**src/rtl/ysyx_25040118_lsu_mc_if.sv**
```systemverilog
// Bus bundle for the multi-cycle LSU: request/response channel toward the core
// and the single-outstanding memory channel. The LSU uses the slave view.
interface ysyx_25040118_lsu_mc_if;
    logic        req_valid;
    logic        req_ready;
    logic        req_is_load;
    logic        req_is_store;
    logic [2:0]  req_funct3;
    logic [31:0] req_src1;
    logic [31:0] req_src2;
    logic [31:0] req_imm;

    logic        resp_valid;
    logic        resp_ready;
    logic [31:0] resp_rdata;
    logic [1:0]  resp_err;

    logic        mem_valid;
    logic        mem_ready;
    logic        mem_we;
    logic [31:0] mem_addr;
    logic [31:0] mem_wdata;
    logic [3:0]  mem_wmask;
    logic        mem_rsp_valid;
    logic [31:0] mem_rsp_rdata;
    logic        mem_rsp_err;

    modport slave (
        input  req_valid, req_is_load, req_is_store, req_funct3, req_src1, req_src2, req_imm,
        output req_ready,
        output resp_valid, resp_rdata, resp_err,
        input  resp_ready,
        output mem_valid, mem_we, mem_addr, mem_wdata, mem_wmask,
        input  mem_ready, mem_rsp_valid, mem_rsp_rdata, mem_rsp_err
    );

    modport master (
        output req_valid, req_is_load, req_is_store, req_funct3, req_src1, req_src2, req_imm,
        input  req_ready,
        input  resp_valid, resp_rdata, resp_err,
        output resp_ready,
        input  mem_valid, mem_we, mem_addr, mem_wdata, mem_wmask,
        output mem_ready, mem_rsp_valid, mem_rsp_rdata, mem_rsp_err
    );
endinterface

```
**src/rtl/ysyx_25040118_lsu_mc.sv**
```systemverilog
// Multi-cycle load/store unit: one transaction at a time, address/alignment/range
// checking at accept, byte-lane steering, bounded wait on the memory side.
//
//   state | meaning
//   IDLE  | req_ready=1, waiting for a request
//   ISSUE | mem_valid=1 with stable address/data until mem_ready
//   WAIT  | waiting for mem_rsp_valid (write ack or load data)
//   RESP  | resp_valid=1 held until resp_ready
module ysyx_25040118_lsu_mc #(
    parameter logic [31:0] MEM_BASE    = 32'h8000_0000,
    parameter logic [31:0] MEM_SIZE    = 32'h0800_0000,
    parameter int unsigned TIMEOUT     = 255,
    parameter int unsigned ALIGN_CHECK = 1
) (
    input logic                   clk,
    input logic                   rst,
    ysyx_25040118_lsu_mc_if.slave bus
);
    typedef enum logic [1:0] {
        S_IDLE  = 2'd0,
        S_ISSUE = 2'd1,
        S_WAIT  = 2'd2,
        S_RESP  = 2'd3
    } state_e;

    localparam logic [1:0] ERR_OK       = 2'b00;
    localparam logic [1:0] ERR_MISALIGN = 2'b01;
    localparam logic [1:0] ERR_FAULT    = 2'b10;
    localparam logic [1:0] ERR_ILLEGAL  = 2'b11;

    state_e      state_q, state_d;
    logic [31:0] cnt_q, cnt_d;
    logic        req_ready_q, req_ready_d;
    logic        mem_valid_q, mem_valid_d;
    logic        mem_we_q, mem_we_d;
    logic [31:0] mem_addr_q, mem_addr_d;
    logic [31:0] mem_wdata_q, mem_wdata_d;
    logic [3:0]  mem_wmask_q, mem_wmask_d;
    logic        resp_valid_q, resp_valid_d;
    logic [31:0] resp_rdata_q, resp_rdata_d;
    logic [1:0]  resp_err_q, resp_err_d;
    logic [1:0]  off_q, off_d;
    logic [2:0]  funct3_q, funct3_d;

    // Request decode, evaluated on the live request fields during IDLE.
    logic [31:0] va, pa, req_wdata;
    logic [1:0]  off;
    logic [3:0]  base_mask, req_wmask;
    logic        illegal, misaligned, out_of_range;
    logic [1:0]  req_err;

    always_comb begin
        va           = bus.req_src1 + bus.req_imm;
        pa           = va - MEM_BASE;
        off          = va[1:0];
        illegal      = 1'b0;
        misaligned   = 1'b0;
        out_of_range = 1'b0;
        if (bus.req_is_load == bus.req_is_store) begin
            illegal = 1'b1;
        end else if (bus.req_is_load) begin
            illegal = !(bus.req_funct3 inside {3'b000, 3'b001, 3'b010, 3'b100, 3'b101});
        end else begin
            illegal = !(bus.req_funct3 inside {3'b000, 3'b001, 3'b010});
        end
        if (ALIGN_CHECK != 0) begin
            misaligned = ((bus.req_funct3[1:0] == 2'b01) && off[0]) ||
                         ((bus.req_funct3[1:0] == 2'b10) && (off != 2'b00));
        end
        // Addresses below MEM_BASE wrap to a large pa and fail the same compare.
        out_of_range = (pa >= MEM_SIZE);

        if (illegal)           req_err = ERR_ILLEGAL;
        else if (misaligned)   req_err = ERR_MISALIGN;
        else if (out_of_range) req_err = ERR_FAULT;
        else                   req_err = ERR_OK;

        case (bus.req_funct3[1:0])
            2'b00:   base_mask = 4'b0001;
            2'b01:   base_mask = 4'b0011;
            default: base_mask = 4'b1111;
        endcase
        req_wmask = base_mask << off;
        req_wdata = bus.req_src2 << {off, 3'b000};
    end

    // Load data extraction from the registered lane offset and size.
    logic [31:0] rsp_shifted, load_data;

    always_comb begin
        rsp_shifted = bus.mem_rsp_rdata >> {off_q, 3'b000};
        case (funct3_q)
            3'b000:  load_data = {{24{rsp_shifted[7]}}, rsp_shifted[7:0]};
            3'b001:  load_data = {{16{rsp_shifted[15]}}, rsp_shifted[15:0]};
            3'b100:  load_data = {24'd0, rsp_shifted[7:0]};
            3'b101:  load_data = {16'd0, rsp_shifted[15:0]};
            default: load_data = rsp_shifted;
        endcase
    end

    always_comb begin
        state_d      = state_q;
        cnt_d        = cnt_q;
        mem_we_d     = mem_we_q;
        mem_addr_d   = mem_addr_q;
        mem_wdata_d  = mem_wdata_q;
        mem_wmask_d  = mem_wmask_q;
        resp_rdata_d = resp_rdata_q;
        resp_err_d   = resp_err_q;
        off_d        = off_q;
        funct3_d     = funct3_q;

        case (state_q)
            S_IDLE: begin
                if (bus.req_valid && req_ready_q) begin
                    cnt_d    = '0;
                    off_d    = off;
                    funct3_d = bus.req_funct3;
                    if (req_err != ERR_OK) begin
                        state_d      = S_RESP;
                        resp_err_d   = req_err;
                        resp_rdata_d = '0;
                    end else begin
                        state_d     = S_ISSUE;
                        mem_addr_d  = {pa[31:2], 2'b00};
                        mem_we_d    = bus.req_is_store;
                        mem_wmask_d = bus.req_is_store ? req_wmask : 4'b0000;
                        mem_wdata_d = bus.req_is_store ? req_wdata : 32'd0;
                    end
                end
            end
            S_ISSUE: begin
                cnt_d = cnt_q + 32'd1;
                if (bus.mem_ready) begin
                    state_d = S_WAIT;
                end else if (cnt_q >= TIMEOUT) begin
                    state_d      = S_RESP;
                    resp_err_d   = ERR_FAULT;
                    resp_rdata_d = '0;
                end
            end
            S_WAIT: begin
                cnt_d = cnt_q + 32'd1;
                if (bus.mem_rsp_valid) begin
                    state_d = S_RESP;
                    if (bus.mem_rsp_err) begin
                        resp_err_d   = ERR_FAULT;
                        resp_rdata_d = '0;
                    end else begin
                        resp_err_d   = ERR_OK;
                        resp_rdata_d = mem_we_q ? 32'd0 : load_data;
                    end
                end else if (cnt_q >= TIMEOUT) begin
                    // Handshake ISSUE->WAIT may land past TIMEOUT, hence >=.
                    state_d      = S_RESP;
                    resp_err_d   = ERR_FAULT;
                    resp_rdata_d = '0;
                end
            end
            S_RESP: begin
                if (bus.resp_ready) state_d = S_IDLE;
            end
            default: state_d = S_IDLE;
        endcase

        req_ready_d  = (state_d == S_IDLE);
        mem_valid_d  = (state_d == S_ISSUE);
        resp_valid_d = (state_d == S_RESP);
    end

    always_ff @(posedge clk) begin
        if (rst) begin
            state_q      <= S_IDLE;
            cnt_q        <= '0;
            req_ready_q  <= 1'b1;
            mem_valid_q  <= 1'b0;
            mem_we_q     <= 1'b0;
            mem_addr_q   <= '0;
            mem_wdata_q  <= '0;
            mem_wmask_q  <= '0;
            resp_valid_q <= 1'b0;
            resp_rdata_q <= '0;
            resp_err_q   <= ERR_OK;
            off_q        <= '0;
            funct3_q     <= '0;
        end else begin
            state_q      <= state_d;
            cnt_q        <= cnt_d;
            req_ready_q  <= req_ready_d;
            mem_valid_q  <= mem_valid_d;
            mem_we_q     <= mem_we_d;
            mem_addr_q   <= mem_addr_d;
            mem_wdata_q  <= mem_wdata_d;
            mem_wmask_q  <= mem_wmask_d;
            resp_valid_q <= resp_valid_d;
            resp_rdata_q <= resp_rdata_d;
            resp_err_q   <= resp_err_d;
            off_q        <= off_d;
            funct3_q     <= funct3_d;
        end
    end

    assign bus.req_ready  = req_ready_q;
    assign bus.mem_valid  = mem_valid_q;
    assign bus.mem_we     = mem_we_q;
    assign bus.mem_addr   = mem_addr_q;
    assign bus.mem_wdata  = mem_wdata_q;
    assign bus.mem_wmask  = mem_wmask_q;
    assign bus.resp_valid = resp_valid_q;
    assign bus.resp_rdata = resp_rdata_q;
    assign bus.resp_err   = resp_err_q;
endmodule

```
**src/flat_wrapper.sv**
```systemverilog
// flat-port wrapper written by rule: the top's interface ports become plain ports
module ysyx_25040118_lsu_mc_flat 
#(
    parameter logic [31:0] MEM_BASE    = 32'h8000_0000,
    parameter logic [31:0] MEM_SIZE    = 32'h0800_0000,
    parameter int unsigned TIMEOUT     = 255,
    parameter int unsigned ALIGN_CHECK = 1
)
  (clk, rst, bus_req_valid, bus_req_is_load, bus_req_is_store, bus_req_funct3, bus_req_src1, bus_req_src2, bus_req_imm, bus_req_ready, bus_resp_valid, bus_resp_rdata, bus_resp_err, bus_resp_ready, bus_mem_valid, bus_mem_we, bus_mem_addr, bus_mem_wdata, bus_mem_wmask, bus_mem_ready, bus_mem_rsp_valid, bus_mem_rsp_rdata, bus_mem_rsp_err);
  ysyx_25040118_lsu_mc_if bus_i ();
  input logic clk;
  input logic rst;
  input wire logic [$bits(bus_i.req_valid)-1:0] bus_req_valid;
  input wire logic [$bits(bus_i.req_is_load)-1:0] bus_req_is_load;
  input wire logic [$bits(bus_i.req_is_store)-1:0] bus_req_is_store;
  input wire logic [$bits(bus_i.req_funct3)-1:0] bus_req_funct3;
  input wire logic [$bits(bus_i.req_src1)-1:0] bus_req_src1;
  input wire logic [$bits(bus_i.req_src2)-1:0] bus_req_src2;
  input wire logic [$bits(bus_i.req_imm)-1:0] bus_req_imm;
  output wire logic [$bits(bus_i.req_ready)-1:0] bus_req_ready;
  output wire logic [$bits(bus_i.resp_valid)-1:0] bus_resp_valid;
  output wire logic [$bits(bus_i.resp_rdata)-1:0] bus_resp_rdata;
  output wire logic [$bits(bus_i.resp_err)-1:0] bus_resp_err;
  input wire logic [$bits(bus_i.resp_ready)-1:0] bus_resp_ready;
  output wire logic [$bits(bus_i.mem_valid)-1:0] bus_mem_valid;
  output wire logic [$bits(bus_i.mem_we)-1:0] bus_mem_we;
  output wire logic [$bits(bus_i.mem_addr)-1:0] bus_mem_addr;
  output wire logic [$bits(bus_i.mem_wdata)-1:0] bus_mem_wdata;
  output wire logic [$bits(bus_i.mem_wmask)-1:0] bus_mem_wmask;
  input wire logic [$bits(bus_i.mem_ready)-1:0] bus_mem_ready;
  input wire logic [$bits(bus_i.mem_rsp_valid)-1:0] bus_mem_rsp_valid;
  input wire logic [$bits(bus_i.mem_rsp_rdata)-1:0] bus_mem_rsp_rdata;
  input wire logic [$bits(bus_i.mem_rsp_err)-1:0] bus_mem_rsp_err;
  assign bus_i.req_valid = bus_req_valid;
  assign bus_i.req_is_load = bus_req_is_load;
  assign bus_i.req_is_store = bus_req_is_store;
  assign bus_i.req_funct3 = bus_req_funct3;
  assign bus_i.req_src1 = bus_req_src1;
  assign bus_i.req_src2 = bus_req_src2;
  assign bus_i.req_imm = bus_req_imm;
  assign bus_req_ready = bus_i.req_ready;
  assign bus_resp_valid = bus_i.resp_valid;
  assign bus_resp_rdata = bus_i.resp_rdata;
  assign bus_resp_err = bus_i.resp_err;
  assign bus_i.resp_ready = bus_resp_ready;
  assign bus_mem_valid = bus_i.mem_valid;
  assign bus_mem_we = bus_i.mem_we;
  assign bus_mem_addr = bus_i.mem_addr;
  assign bus_mem_wdata = bus_i.mem_wdata;
  assign bus_mem_wmask = bus_i.mem_wmask;
  assign bus_i.mem_ready = bus_mem_ready;
  assign bus_i.mem_rsp_valid = bus_mem_rsp_valid;
  assign bus_i.mem_rsp_rdata = bus_mem_rsp_rdata;
  assign bus_i.mem_rsp_err = bus_mem_rsp_err;
  ysyx_25040118_lsu_mc #(.MEM_BASE(MEM_BASE), .MEM_SIZE(MEM_SIZE), .TIMEOUT(TIMEOUT), .ALIGN_CHECK(ALIGN_CHECK)) u_core (.clk(clk), .rst(rst), .bus(bus_i));
endmodule
```
**config.mk**
```make
export PLATFORM = sky130hd
export DESIGN_NAME = ysyx_25040118_lsu_mc_flat
export DESIGN_NICKNAME = d
export VERILOG_FILES = /design/src/rtl/ysyx_25040118_lsu_mc_if.sv /design/src/rtl/ysyx_25040118_lsu_mc.sv /design/src/flat_wrapper.sv
export SDC_FILE = /design/constraint.sdc
export NUM_CORES = 1
export LEC_CHECK = 0
export BUFFER_PORTS_ARGS = -buffer_cell sky130_fd_sc_hd__buf_2
export CAP_MARGIN = 40
export CORE_MARGIN = 1.5
export CORE_UTILIZATION = 50
export CTS_CLUSTER_DIAMETER = 80
export DETAILED_ROUTE_END_ITERATION = 10
export PLACE_DENSITY = 0.77
export SYNTH_ARGS = -nofsm -noshare
export SYNTH_HDL_FRONTEND = slang
export SYNTH_SLANG_ARGS = --single-unit
```
**constraint.sdc**
```tcl
create_clock -name clk -period 6.9 [get_ports clk]
set_input_delay 1.035 -clock clk [delete_from_list [all_inputs] [get_ports clk]]
set_output_delay 1.035 -clock clk [all_outputs]
set_load 0.05 [all_outputs]
```
==> results.toml <==
[die]
core-area_um2 = 16500
rows = 47
die_h_um = 132
initial_core_util_pct = 50.9
dieArea_um2 = 17500
top_level_ports = 246
die_w_um = 132

[clock_network]
numCtsBuffers = 17
cts.path.max_buffers = 2
cts_root_buf = "clkbuf_16"
numClockSinks = 143
holdBufCountCts = 0
cts_resized = 0
htreeDepth = 4
insertion_delay_ns = 0.43
cts_tree = "yes"
post_cts_buffers = 0
clk_pin_slew_ns = 0.06

[global_routing]
grt_overflow = 0
grt_use_total_pct = 26.6
grt_pass1_wl_mm = 38.3
grt_max_degree = 73
antenna_found_initial = 1
grt_pass1_vias = 7821

[logic_synthesis]
syn_avg_cell_area_um2 = 7.95
synth.distinct_cells = 70
synth_warnings = 0
ys_ff_latch = 143
yosys_most_used_dff = "dfxtp_1"
ys_seq_area_share_pct = 34.2
synth-async-reset-ratio_pct = 0
synthCells = 1054
synth_edf_count = 0
synth_area_um2 = 8380

[power]
powerDensity_nw_per_um2 = 249
p_leak_uw = 0.00449
peakVddDrop_mv = 0.210

[sta]
maxSlewHeadroom_pct = 44.6
rsz0062_at_grt = "no"
setup_tns_ns = 0
setup_ws_ns = 2.60
fin_crit_ns = 4.30
finalClockSkew_ns = 0.0108
post-route-period-util_pct = 62.4
hold_viol = 0
setup_viol = 0
max_freq_mhz = 232
maxSlewViolCount = 0
whs_ns = 0.446
tightest_slew_ns = 0.824

[layout]
fin_cells = 1494
nNetsFinal = 1437
fin_util_pct = 62.2
drive_gt1_share_pct = 24.7
syn_to_final_growth_pct = 22.3

[worst_setup_path]
cp-end-kind = "flip-flop"
cp.required_ns = 7.21
critPathTopFamily = "compound AO/OA/AOI/OAI gates"
ff2ff_setup_slack_ns = 3.66
slowest_stage = "nand4b_1"
rr_worst_depth = 10
crit_chain = "buf_2 -> ha_1 -> inv_1 -> fa_1 -> and2b_1 -> o2111ai_2 -> a2111oi_2 -> o31a_2 -> a21oi_1 -> mux2_4 -> nand4b_1 -> buf_4 -> and2_1 -> o21a_1"
cpPeakStageDelay_ns = 0.53
r2r-end = "u_core.cnt_q[30]$_SDFFE_PP0P_"
arrival_ns = 4.62
critical_path_class = "input port to flip-flop"
crit_fanout = 37
crit_path_start_kind = "input port"
regToRegStartpoint = "u_core.state_q[1]$_SDFF_PP0_"
cp.buffers_inverters = 3
crit_path_start = "bus_req_imm[0]"

[status]
outcome = "complete, no violations"

[flow_run]
maxCapViolCount = 0

[route]
drc_errors = 0
drt-initial-drc-count = 532
drtPass1Iterations = 7
vias_per_cell = 5.62
ant_nets = 0
post_drt_wl_per_cell_um = 15.8
wl_mm = 23.6
vias = 8396

[placement]
dp_slack_ns = 2.20
placed_cells = 1461
place_congestion = 0.949
dp.final_hpwl_mm = 17.6
io_buffers = 243

[hold_path]
min_to = "u_core.bus.mem_wdata[16]$_SDFFE_PP0P_"
min-delay-start = "u_core.bus.mem_wdata[16]$_SDFFE_PP0P_"
hold_class = "flip-flop to flip-flop"
min_path_cells = 2
## layout by cell type, fill, tap and decap left out, types with 6 or more instances in the layout
master | Yosys | final
buf_2 | 14 | 243
nand2_1 | 176 | 176
dfxtp_1 | 143 | 143
a21oi_1 | 116 | 116
nor2_1 | 75 | 75
o21ai_0 | 60 | 59
nand3_1 | 43 | 43
mux2i_1 | 38 | 38
ha_1 | 36 | 36
xor2_1 | 32 | 32
a22o_1 | 32 | 32
inv_1 | 19 | 19
xnor2_1 | 19 | 19
and3_1 | 17 | 17
clkbuf_16 | 0 | 17
a21o_1 | 15 | 15
or3_1 | 14 | 14
a211oi_1 | 13 | 13
nor2b_1 | 12 | 12
nand4_1 | 11 | 11
nor4_1 | 10 | 10
o2111ai_1 | 10 | 10
buf_4 | 2 | 10
nor3_1 | 9 | 9
mux2_2 | 9 | 9
and2_1 | 8 | 8
o21ai_1 | 5 | 6
## worst max-delay path by stage
stage | endpoint | slack (ns) | cells after the start
2_1_floorplan | u_core.bus.resp_err[0]$_SDFFE_PP0P_ | 2.74 | 14
3_3_place_gp | u_core.bus.resp_rdata[13]$_SDFFE_PP0P_ | 2.25 | 13
3_5_place_dp | u_core.bus.mem_addr[24]$_SDFFE_PP0P_ | 2.20 | 14
4_1_cts | u_core.bus.resp_rdata[16]$_SDFFE_PP0P_ | 2.65 | 13
5_1_grt | u_core.bus.mem_addr[24]$_SDFFE_PP0P_ | 2.32 | 15
6_report | u_core.bus.mem_addr[24]$_SDFFE_PP0P_ | 2.60 | 14
## where the power goes
group	total [uW]	leakage, uW	switching [uW]	internal (uW)
logic	755	0.00305	493	262
clock network	920	0.000281	365	555
registers	879	0.00115	23.5	856
## worst min-delay path, delay by kind of cell (launching register included)
family | cells | cell delay [ns]
and+or+nand+nor | 1 | 0.05
DFF | 1 | 0.30
AOI/OAI and AO/OA | 1 | 0.05
## synthesized netlist by cell type, types with 4 or more instances
cell type    n  area share (%)
and2_1       8            0.60
dfxtp_1    143              34
nor3_1       9            0.54
nand3_1     43             2.6
and3_1      17             1.3
ha_1        36             5.4
inv_1       19            0.85
o21ai_0     60             3.6
xor2_1      32             3.3
a22o_1      32             3.3
clkbuf_1    43             1.9
a21oi_2      4            0.42
a211oi_1    13             1.2
nor2b_1     12            0.90
a21o_1      15             1.3
nor2_1      75             3.4
mux2_2       9             1.2
xnor2_1     19             2.0
buf_6        6            0.81
o2111ai_1   10             1.0
o211ai_1     5            0.45
nor4_1      10            0.75
or3_1       14             1.0
o21ai_1      5            0.30
nand4_1     11            0.82
mux2i_1     38             4.5
nand2_1    176             7.9
buf_2       14            0.84
a21oi_1    116             6.9
## layer usage
| layer | vias up | global-route usage, % | part of all wire, % |
|---|---|---|---|
| met1 | 3836 | 34.1 | 43 |
| met5 | - | 0 | 0 |
| met2 | 325 | 43.7 | 47 |
| li1 | 4186 | - | - |
| met3 | 49 | 4.79 | 6.6 |
| met4 | 0 | 12.2 | 3.2 |
## cells by family (layout without fill, tap and decap cells)
group | count (synthesis) | after routing | synth area share [%]
AOI/OAI and AO/OA | 296 | 296 | 22.7
xor gates and xnor gates | 51 | 51 | 5.33
adders and majority gates | 37 | 37 | 5.61
buffers and inverters | 87 | 305 | 4.73
DFF | 143 | 143 | 34.2
muxes | 48 | 48 | 5.93
other | 1 | 3 | 0.0447
and+or+nand+nor | 391 | 391 | 21.5
## layout make-up
| type | count | area, um^2 |
|---|---|---|
| fillers | 1516 | 6220 |
| multi-input cells | 825 | 5130 |
| flip-flops and latches | 143 | 2860 |
| repair buffers | 254 | 1320 |
| clock buffers | 21 | 460 |
| well taps | 220 | 275 |
| clock inverters | 11 | 131 |
| inverters | 19 | 71.3 |
| diodes | 1 | 2.50 |
## state kept, by name, summed over array words and instances (netlist names)
name	flops
u_core.funct3_q	3
u_core.bus.req_ready	1
u_core.bus.resp_err	2
u_core.bus.mem_valid	1
u_core.off_q	2
u_core.bus.mem_we	1
u_core.bus.resp_rdata	32
u_core.bus.resp_valid	1
u_core.bus.mem_addr	30
u_core.cnt_q	32
u_core.bus.mem_wmask	4
u_core.state_q	2
u_core.bus.mem_wdata	32
## metrics by stage
| stage | instance area, um^2 | power, uW |
|---|---|---|
| after floorplan | 8390 | 1470 |
| after global routing | 10200 | 2690 |
| after CTS | 10200 | 2560 |
| after detailed placement | 9660 | 1640 |
| final | 10200 | 2550 |
| after global placement | 9610 | 1630 |
No activity file was read; power rests on OpenSTA's default activity.
